==> config.mk <==
export PLATFORM = sky130hd
export DESIGN_NAME = fifo_port_sched
export DESIGN_NICKNAME = d
export VERILOG_FILES = /design/src/rtl/fifo_port_sched.sv
export SDC_FILE = /design/constraint.sdc
export NUM_CORES = 1
export LEC_CHECK = 0
export CORE_ASPECT_RATIO = 1.2
export CORE_UTILIZATION = 44
export DETAILED_ROUTE_END_ITERATION = 7
export PLACE_DENSITY_LB_ADDON = 0.05
export SETUP_SLACK_MARGIN = 0.2
export SLEW_MARGIN = 20
export SYNTH_ARGS = -nofsm -noshare
export SYNTH_HDL_FRONTEND = slang
export SYNTH_SLANG_ARGS = --single-unit
export TNS_END_PERCENT = 1
==> constraint.sdc <==
create_clock -name clk -period 2.61 [get_ports clk]
set_input_delay 0.261 -clock clk [delete_from_list [all_inputs] [get_ports clk]]
set_output_delay 0.261 -clock clk [all_outputs]
set_load 0.02 [all_outputs]
==> src/rtl/fifo_port_sched.sv <==
// Write-side round-robin burst arbiter and read-side sequencer for an 8-bit, 32-deep FIFO.
// Guards the FIFO against writes when full and reads when empty, and keeps sticky error flags.
module fifo_port_sched #(
    parameter int unsigned DATA_W    = 8,
    parameter int unsigned BURST_LEN = 4,
    parameter int unsigned CNT_W     = 16
) (
    input  logic              clk,
    input  logic              rst,
    input  logic              a_req,
    input  logic [DATA_W-1:0] a_data,
    output logic              a_gnt,
    input  logic              b_req,
    input  logic [DATA_W-1:0] b_data,
    output logic              b_gnt,
    output logic              fifo_wrt_sig,
    output logic [DATA_W-1:0] fifo_din,
    output logic              fifo_rd_sig,
    input  logic [DATA_W-1:0] fifo_dout,
    input  logic              fifo_full_sig,
    input  logic              fifo_empty_sig,
    input  logic              fifo_over_flow,
    input  logic              fifo_under_flow,
    input  logic              rd_req,
    output logic              rd_valid,
    output logic [DATA_W-1:0] rd_data,
    output logic              err_ovf,
    output logic              err_udf,
    input  logic              err_clr,
    output logic [CNT_W-1:0]  a_cnt,
    output logic [CNT_W-1:0]  b_cnt
);

    typedef enum logic [1:0] {StIdle, StOwnA, StOwnB} state_e;

    localparam logic [3:0] BeatLast = 4'(BURST_LEN - 1);

    state_e             state_q, state_d;
    logic               last_q, last_d;  // 1: B was the last owner
    logic [3:0]         beat_q, beat_d;
    logic               rd_valid_q;
    logic               err_ovf_q, err_ovf_d;
    logic               err_udf_q, err_udf_d;
    logic [CNT_W-1:0]   a_cnt_q, b_cnt_q;
    logic               acc_a, acc_b;

    assign acc_a = (state_q == StOwnA) && a_req && !fifo_full_sig;
    assign acc_b = (state_q == StOwnB) && b_req && !fifo_full_sig;

    assign a_gnt        = (state_q == StOwnA);
    assign b_gnt        = (state_q == StOwnB);
    assign fifo_wrt_sig = acc_a || acc_b;
    assign fifo_din     = acc_a ? a_data : (acc_b ? b_data : '0);

    assign fifo_rd_sig = rd_req && !fifo_empty_sig;
    assign rd_valid    = rd_valid_q;
    assign rd_data     = rd_valid_q ? fifo_dout : '0;

    assign err_ovf = err_ovf_q;
    assign err_udf = err_udf_q;
    assign a_cnt   = a_cnt_q;
    assign b_cnt   = b_cnt_q;

    always_comb begin
        state_d = state_q;
        last_d  = last_q;
        beat_d  = beat_q;
        unique case (state_q)
            StIdle: begin
                if (a_req && (!b_req || last_q)) begin
                    state_d = StOwnA;
                end else if (b_req) begin
                    state_d = StOwnB;
                end
            end
            StOwnA: begin
                if (!a_req) begin
                    state_d = b_req ? StOwnB : StIdle;
                    last_d  = 1'b0;
                    beat_d  = '0;
                end else if (acc_a) begin
                    if (beat_q == BeatLast) begin
                        beat_d = '0;
                        if (b_req) begin
                            state_d = StOwnB;
                            last_d  = 1'b0;
                        end
                    end else begin
                        beat_d = beat_q + 4'd1;
                    end
                end
            end
            StOwnB: begin
                if (!b_req) begin
                    state_d = a_req ? StOwnA : StIdle;
                    last_d  = 1'b1;
                    beat_d  = '0;
                end else if (acc_b) begin
                    if (beat_q == BeatLast) begin
                        beat_d = '0;
                        if (a_req) begin
                            state_d = StOwnA;
                            last_d  = 1'b1;
                        end
                    end else begin
                        beat_d = beat_q + 4'd1;
                    end
                end
            end
            default: begin
                state_d = StIdle;
                beat_d  = '0;
            end
        endcase
    end

    // A fresh error indication takes priority over a simultaneous clear.
    always_comb begin
        err_ovf_d = err_ovf_q;
        err_udf_d = err_udf_q;
        if (err_clr) begin
            err_ovf_d = 1'b0;
            err_udf_d = 1'b0;
        end
        if (fifo_over_flow) err_ovf_d = 1'b1;
        if (fifo_under_flow) err_udf_d = 1'b1;
    end

    always_ff @(posedge clk or posedge rst) begin
        if (rst) begin
            state_q    <= StIdle;
            last_q     <= 1'b1;
            beat_q     <= '0;
            rd_valid_q <= 1'b0;
            err_ovf_q  <= 1'b0;
            err_udf_q  <= 1'b0;
            a_cnt_q    <= '0;
            b_cnt_q    <= '0;
        end else begin
            state_q    <= state_d;
            last_q     <= last_d;
            beat_q     <= beat_d;
            rd_valid_q <= fifo_rd_sig;
            err_ovf_q  <= err_ovf_d;
            err_udf_q  <= err_udf_d;
            if (acc_a && (a_cnt_q != '1)) a_cnt_q <= a_cnt_q + 1'b1;
            if (acc_b && (b_cnt_q != '1)) b_cnt_q <= b_cnt_q + 1'b1;
        end
    end

endmodule

* After elaboration in Yosys (flattened, before gate mapping)
Index checks and enable logic that the tools add are counted.
** Operators by class
- $mul :: 0
- $lt $le $gt $ge :: 0
- Multiplexer cells :: 33
- Reductions and logical operators :: 20
- Bitwise gates (word level) :: 1
- $add $sub $neg :: 3
- Shifts and indexed selects :: 0
- Div/mod/pow operators :: 0
- Equality and inequality tests :: 11
** Operator list (count)
- adder 16 x 1 -> 16 bit (second input constant) :: 2
- != test 16 bit (second input constant) :: 2
- two-way mux 8 bit :: 3
- two-way mux 2 bit :: 10
- two-way mux 4 bit :: 5
- != test 3 x 2 -> 1 bit (second input constant) :: 5
- two-way mux 1 bit :: 12
- case mux 4 bit (3 select lines) :: 1
- logical AND 1 bit :: 8
- AND reduction 7 bit :: 1
- case mux 2 bit (3 select lines) :: 1
- nonzero test 2 bit :: 3
- AND reduction 5 bit :: 1
- adder 4 x 1 -> 4 bit (second input constant) :: 1
- equality test 4 x 2 -> 1 bit (second input constant) :: 1
- zero test 1 bit :: 3
- != test 3 bit (second input constant) :: 1
- AND reduction 3 bit :: 1
- equality test 2 x 1 -> 1 bit (second input constant) :: 1
- equality test 2 bit (second input constant) :: 1
- zero test 2 bit :: 1
- logical OR 1 bit :: 2
- case mux 1 bit (2 select lines) :: 1
- inverter 1 bit :: 1
** Storage, ports and cells
- Bits in writable memories :: 0
- Input bits :: 34
- Memory bits (read-only) :: 0
- Logic and storage cells :: 76
- Memories kept :: 0
- Latch bits :: 0
- Output and inout port bits :: 55
- Bits in registers :: 42

* Logic depth before layout (Yosys ltp)
- Depth in word-level cells :: 6
- Mapped depth :: 7

* Least setup slack after synthesis
OpenSTA, ideal clock, no wires.
- Path type :: reg2out
- Start :: register state_q[0]
- End :: output port fifo_din[0]
- Arrival :: 1.830 ns
- Cell stages (with the launch flop) :: 7
- Slack :: 0.519 ns
- Cell sequence :: dfrtp_1 inv_1 ha_1 nand3b_1 buf_6 a21oi_1 a22o_1
** On the way
- Longest elaborated chain between the ends :: 5
- Elaborated cells between the ends (all ways) :: 8
- Classes of those cells :: 2 x eq/ne; 2 x mux; 4 x reduce/logical
** Ends and longest elaborated chain
- from (decl) :: RTL line 38 : state_e state_q, state_d;
- from (signal assigned) :: RTL line 131 : state_q <= StIdle;
- from (signal assigned) :: RTL line 140 : state_q <= state_d;
- equality test 2 bit
- named net b_gnt :: RTL line 15 : output logic b_gnt,
- logical AND 1 bit (2 in series) :: RTL line 48 : assign acc_b = (state_q == StOwnB) && b_req && !fifo_full_sig;
- two-way mux 8 bit (2 in series) :: RTL line 53 : assign fifo_din = acc_a ? a_data : (acc_b ? b_data : '0);
- to (decl) :: RTL line 17 : output logic [DATA_W-1:0] fifo_din,
The timed path passes the listed nets, and every way through them passes these cells.

* Worst setup path after layout
- Start :: register state_q[1]
- End :: output port fifo_din[4]
** On the way
- Longest elaborated chain between the ends :: 5
- Elaborated cells between the ends (all ways) :: 8
- Classes of those cells :: 2 x eq/ne; 2 x mux; 4 x reduce/logical
** Ends and longest elaborated chain (RTL line)
- equality test 2 bit :: 48
- logical AND 1 bit (2 in series) :: 48
- two-way mux 8 bit :: 53
- two-way mux 8 bit * :: 53
Mark *: on every way between the ends. The rest lies on a longest branch, timed or not.

==> flow_summary_export.csv <==
group,metric,value,unit
run_status,status,"finished clean",
place,dp_cells,374,
synth,synthCells,224,
global_routing,grt_max_degree,43,
critical_path,cp_data_required_time,2.35,ns
routing,antenna_left,0,
finish,final_core_util,68.26,%
place,dp_hpwl,4130,um
sta,setup-tns-final,0,ns
critical_path,cp_num_buf_inv,4,
finish,instances_no_fill,382,
job,maxCapViolCount,0,
synth,synthDistinctLibCells,48,
synth,syn_nets,265,
clock_tree,cts_root_buffer,"clkbuf_8",
routing,dr.pass1.iters,6,
clock_tree,cts_sinks,42,
global_routing,antenna_found_initial,0,
global_routing,grt-ovfl-total,0,
sta,setup_slack,0.4227,ns
sta,finalCriticalPeriod,2.187,ns
clock_tree,htree_levels,2,
critical_path,slowest_delay,0.42,ns
synth,ys_ff_latch,42,
synth,yosysSeqAreaShare,45.24,%
place,dp_slack,0.3145,ns
floorplan,die_area,0.005582,mm2
sta,tightest_slew,0.5277,ns
critical_path,r2r_start,"state_q[1]$_DFFE_PP0P_",
floorplan,dieHeight,81.65,um
finish,multiInputGateArea,0.001214,mm2
place,numPortBuffers,88,
critical_path,r2r_setup_slack,0.52,ns
routing,post_drt_wl_per_cell,14.34,um
routing,avgViaCountPerCell,5.484,
critical_path,cp_slowest_cell,"dfrtp_1",
place,placement.cell_area,0.003303,mm2
critical_path,cp_common_cell,"buf_4",
clock_tree,hold_buffers,0,
floorplan,dieWidth,68.37,um
clock_tree,clk_path_buf_depth,2,
power_and_ir_drop,power_leakage,1.604,nW
sta,finalClockSkew,0.005624,ns
sta,fmax,457.2,MHz
floorplan,ios,89,
critical_path,arrival,1.93,ns
synth,yosys_warnings,0,
critical_path,cp_max_fo,8,
floorplan,core,0.005010,mm2
critical_path,critPathKind,"reg -> out",
finish,layout.area.seq,0.001052,mm2
worst_hold_path,hold_class,"in -> async",
sta,rsz0062_at_grt,"false",
global_routing,grt_pass1_vias,1930,
synth,synth_ff_type,"dfrtp_1",
clock_tree,clk_pin_slew,0.08,ns
finish,drive_above_1_share,9.627,%
global_routing,grt_pass1_wl,8687,um
sta,drv_slew,0,
critical_path,cp_cell_sequence,"inv_1, ha_2, buf_4, a21oi_1, buf_4, a22o_1, dlygate4sd2_1",
sta,hold_viol,0,
synth,postSynth.asyncResetShare,100.0,%
sta,relSlewSlack,64.55,%
clock_tree,clk_latency,0.30,ns
floorplan,start_util,46.43,%
critical_path,crit_family,"buffers and inverters",
power_and_ir_drop,ir_drop,0.4573,mV
critical_path,endpoint_kind,"output port",
critical_path,reg2reg_to,"a_cnt[10]$_DFFE_PP0P_",
finish,nets,362,
routing,drc,0,
clock_tree,cts_inserted_buffers,5,
finish,diodes,0,
synth,synth_area_per_cell,10.38,um2
synth,synthesis.area,0.002326,mm2
floorplan,num_rows,28,
routing,vias,2095,
routing,drt-initial-drc-count,92,
critical_path,reg2reg_depth,7,
sta,post-route-period-util,83.80,%
synth,synth-edff-count,0,
finish,fillers,402,
power_and_ir_drop,power_density,606.1,mW/mm2
routing,wl,5479,um
critical_path,crit_path_start_kind,"register",
sta,setup_viol,0,
finish,design_area,0.003420,mm2
finish,synthToLayoutAreaGrowth,47.01,%
sta,hold_slack,0.3807,ns
power_and_ir_drop,finalPower,2.072,mW
global_routing,grtUsageTotal,20.84,%
place,place_congestion,0.7867,
clock_tree,cts_tree,"built",
## worst reg2reg max path, cell delays in order, from the launching register on
cell and delay (ns):
dfrtp_1 0.42, inv_1 0.10, ha_2 0.24, buf_4 0.16, nand3b_4 0.13, nor3_1 0.39, and3_1 0.22, mux2_2 0.33
## area by class of cell
class	instances	share of cell area, %
clock buffer	6	2.415
inverter	9	0.9879
multi-input combinational	168	35.49
timing repair buffer	95	27.77
tap	60	2.195
sequential	42	30.77
clock inverter	2	0.3659
## routing by layer
metal / track usage [%] / part of all wire, % / routed length, um
met1: 25.00 / 43 / 2333
met2: 35.78 / 49 / 2708
met3: 4.861 / 6.8 / 371
met4: 7.500 / 1.2 / 65
met5: 0 / 0 / 0
## registers in the layout (all words and copies together) (netlist names)
| register | cells |
|---|---|
| err_udf | 1 |
| state_q | 2 |
| a_cnt | 16 |
| last_q | 1 |
| b_cnt | 16 |
| beat_q | 4 |
| err_ovf | 1 |
| rd_valid | 1 |
## repair_timing
action	CTS	global route
resized for setup	2	8
endpoints found under the setup margin	8	7
setup buffers	0	0
## cell usage in the layout (no fill, tap or decap), drive strengths merged, types with 6 or more instances in the layout
cell           instances
inv                    9
nand3                 16
buf                    7
nor2                   6
and2                   8
o21ai                  7
xor2                  15
a22o                  10
a21oi                  9
dlymetal6s2s           7
nor4                  10
nand2                 13
nor3                   8
dfrtp                 41
clkdlybuf4s50         80
clkbuf                 6
ha                     7
xnor2                 11
## worst max-delay path by stage
stage | startpoint | slack [ns] | endpoint | cells past startpoint
floorplan | state_q[0]$_DFFE_PP0P_ | 0.52 | fifo_din[0] | 6
global placement | fifo_full_sig | 0.35 | fifo_din[3] | 6
detailed placement | fifo_full_sig | 0.31 | fifo_din[4] | 6
CTS | state_q[1]$_DFFE_PP0P_ | 0.09 | fifo_din[2] | 7
global route | state_q[1]$_DFFE_PP0P_ | 0.28 | fifo_din[4] | 7
finish | state_q[1]$_DFFE_PP0P_ | 0.42 | fifo_din[4] | 7
## power by group
| group | switching (mW) | total (mW) | internal (mW) |
|---|---|---|---|
| clock network | 0.227 | 0.440 | 0.213 |
| logic | 0.400 | 0.802 | 0.401 |
| registers | 0.0961 | 0.831 | 0.735 |
## cell usage after synthesis (all sizes together) (2+ instances only)
master | n | share of area [%]
nand4 | 5 | 1.3
and2 | 8 | 2.2
mux2 | 5 | 2.4
inv | 9 | 1.5
a31oi | 2 | 0.54
a22o | 10 | 3.8
nor2 | 6 | 0.97
buf | 4 | 1.1
o21ai | 7 | 1.5
ha | 7 | 3.8
a21oi | 9 | 1.9
xnor2 | 11 | 4.1
nand2b | 2 | 0.54
nand3b | 3 | 1.5
nand3 | 16 | 3.7
nor3 | 8 | 1.7
and4 | 5 | 1.9
nor2b | 2 | 0.54
dfrtp | 41 | 44
and3 | 2 | 0.54
xor2 | 15 | 5.6
a31o | 2 | 0.75
nand2 | 13 | 2.1
nor3b | 2 | 0.65
nor4 | 10 | 3.2
a21o | 4 | 1.3
## cells by family after synthesis
family	synth area share, %
DFF	45.24
buffers and inverters	2.797
xor gates and xnor gates	9.790
and+or+nand+nor	23.40
muxes	2.420
AOI/OAI and AO/OA	12.59
adders and majority gates	3.765
Power figures use the tool's default switching activity.
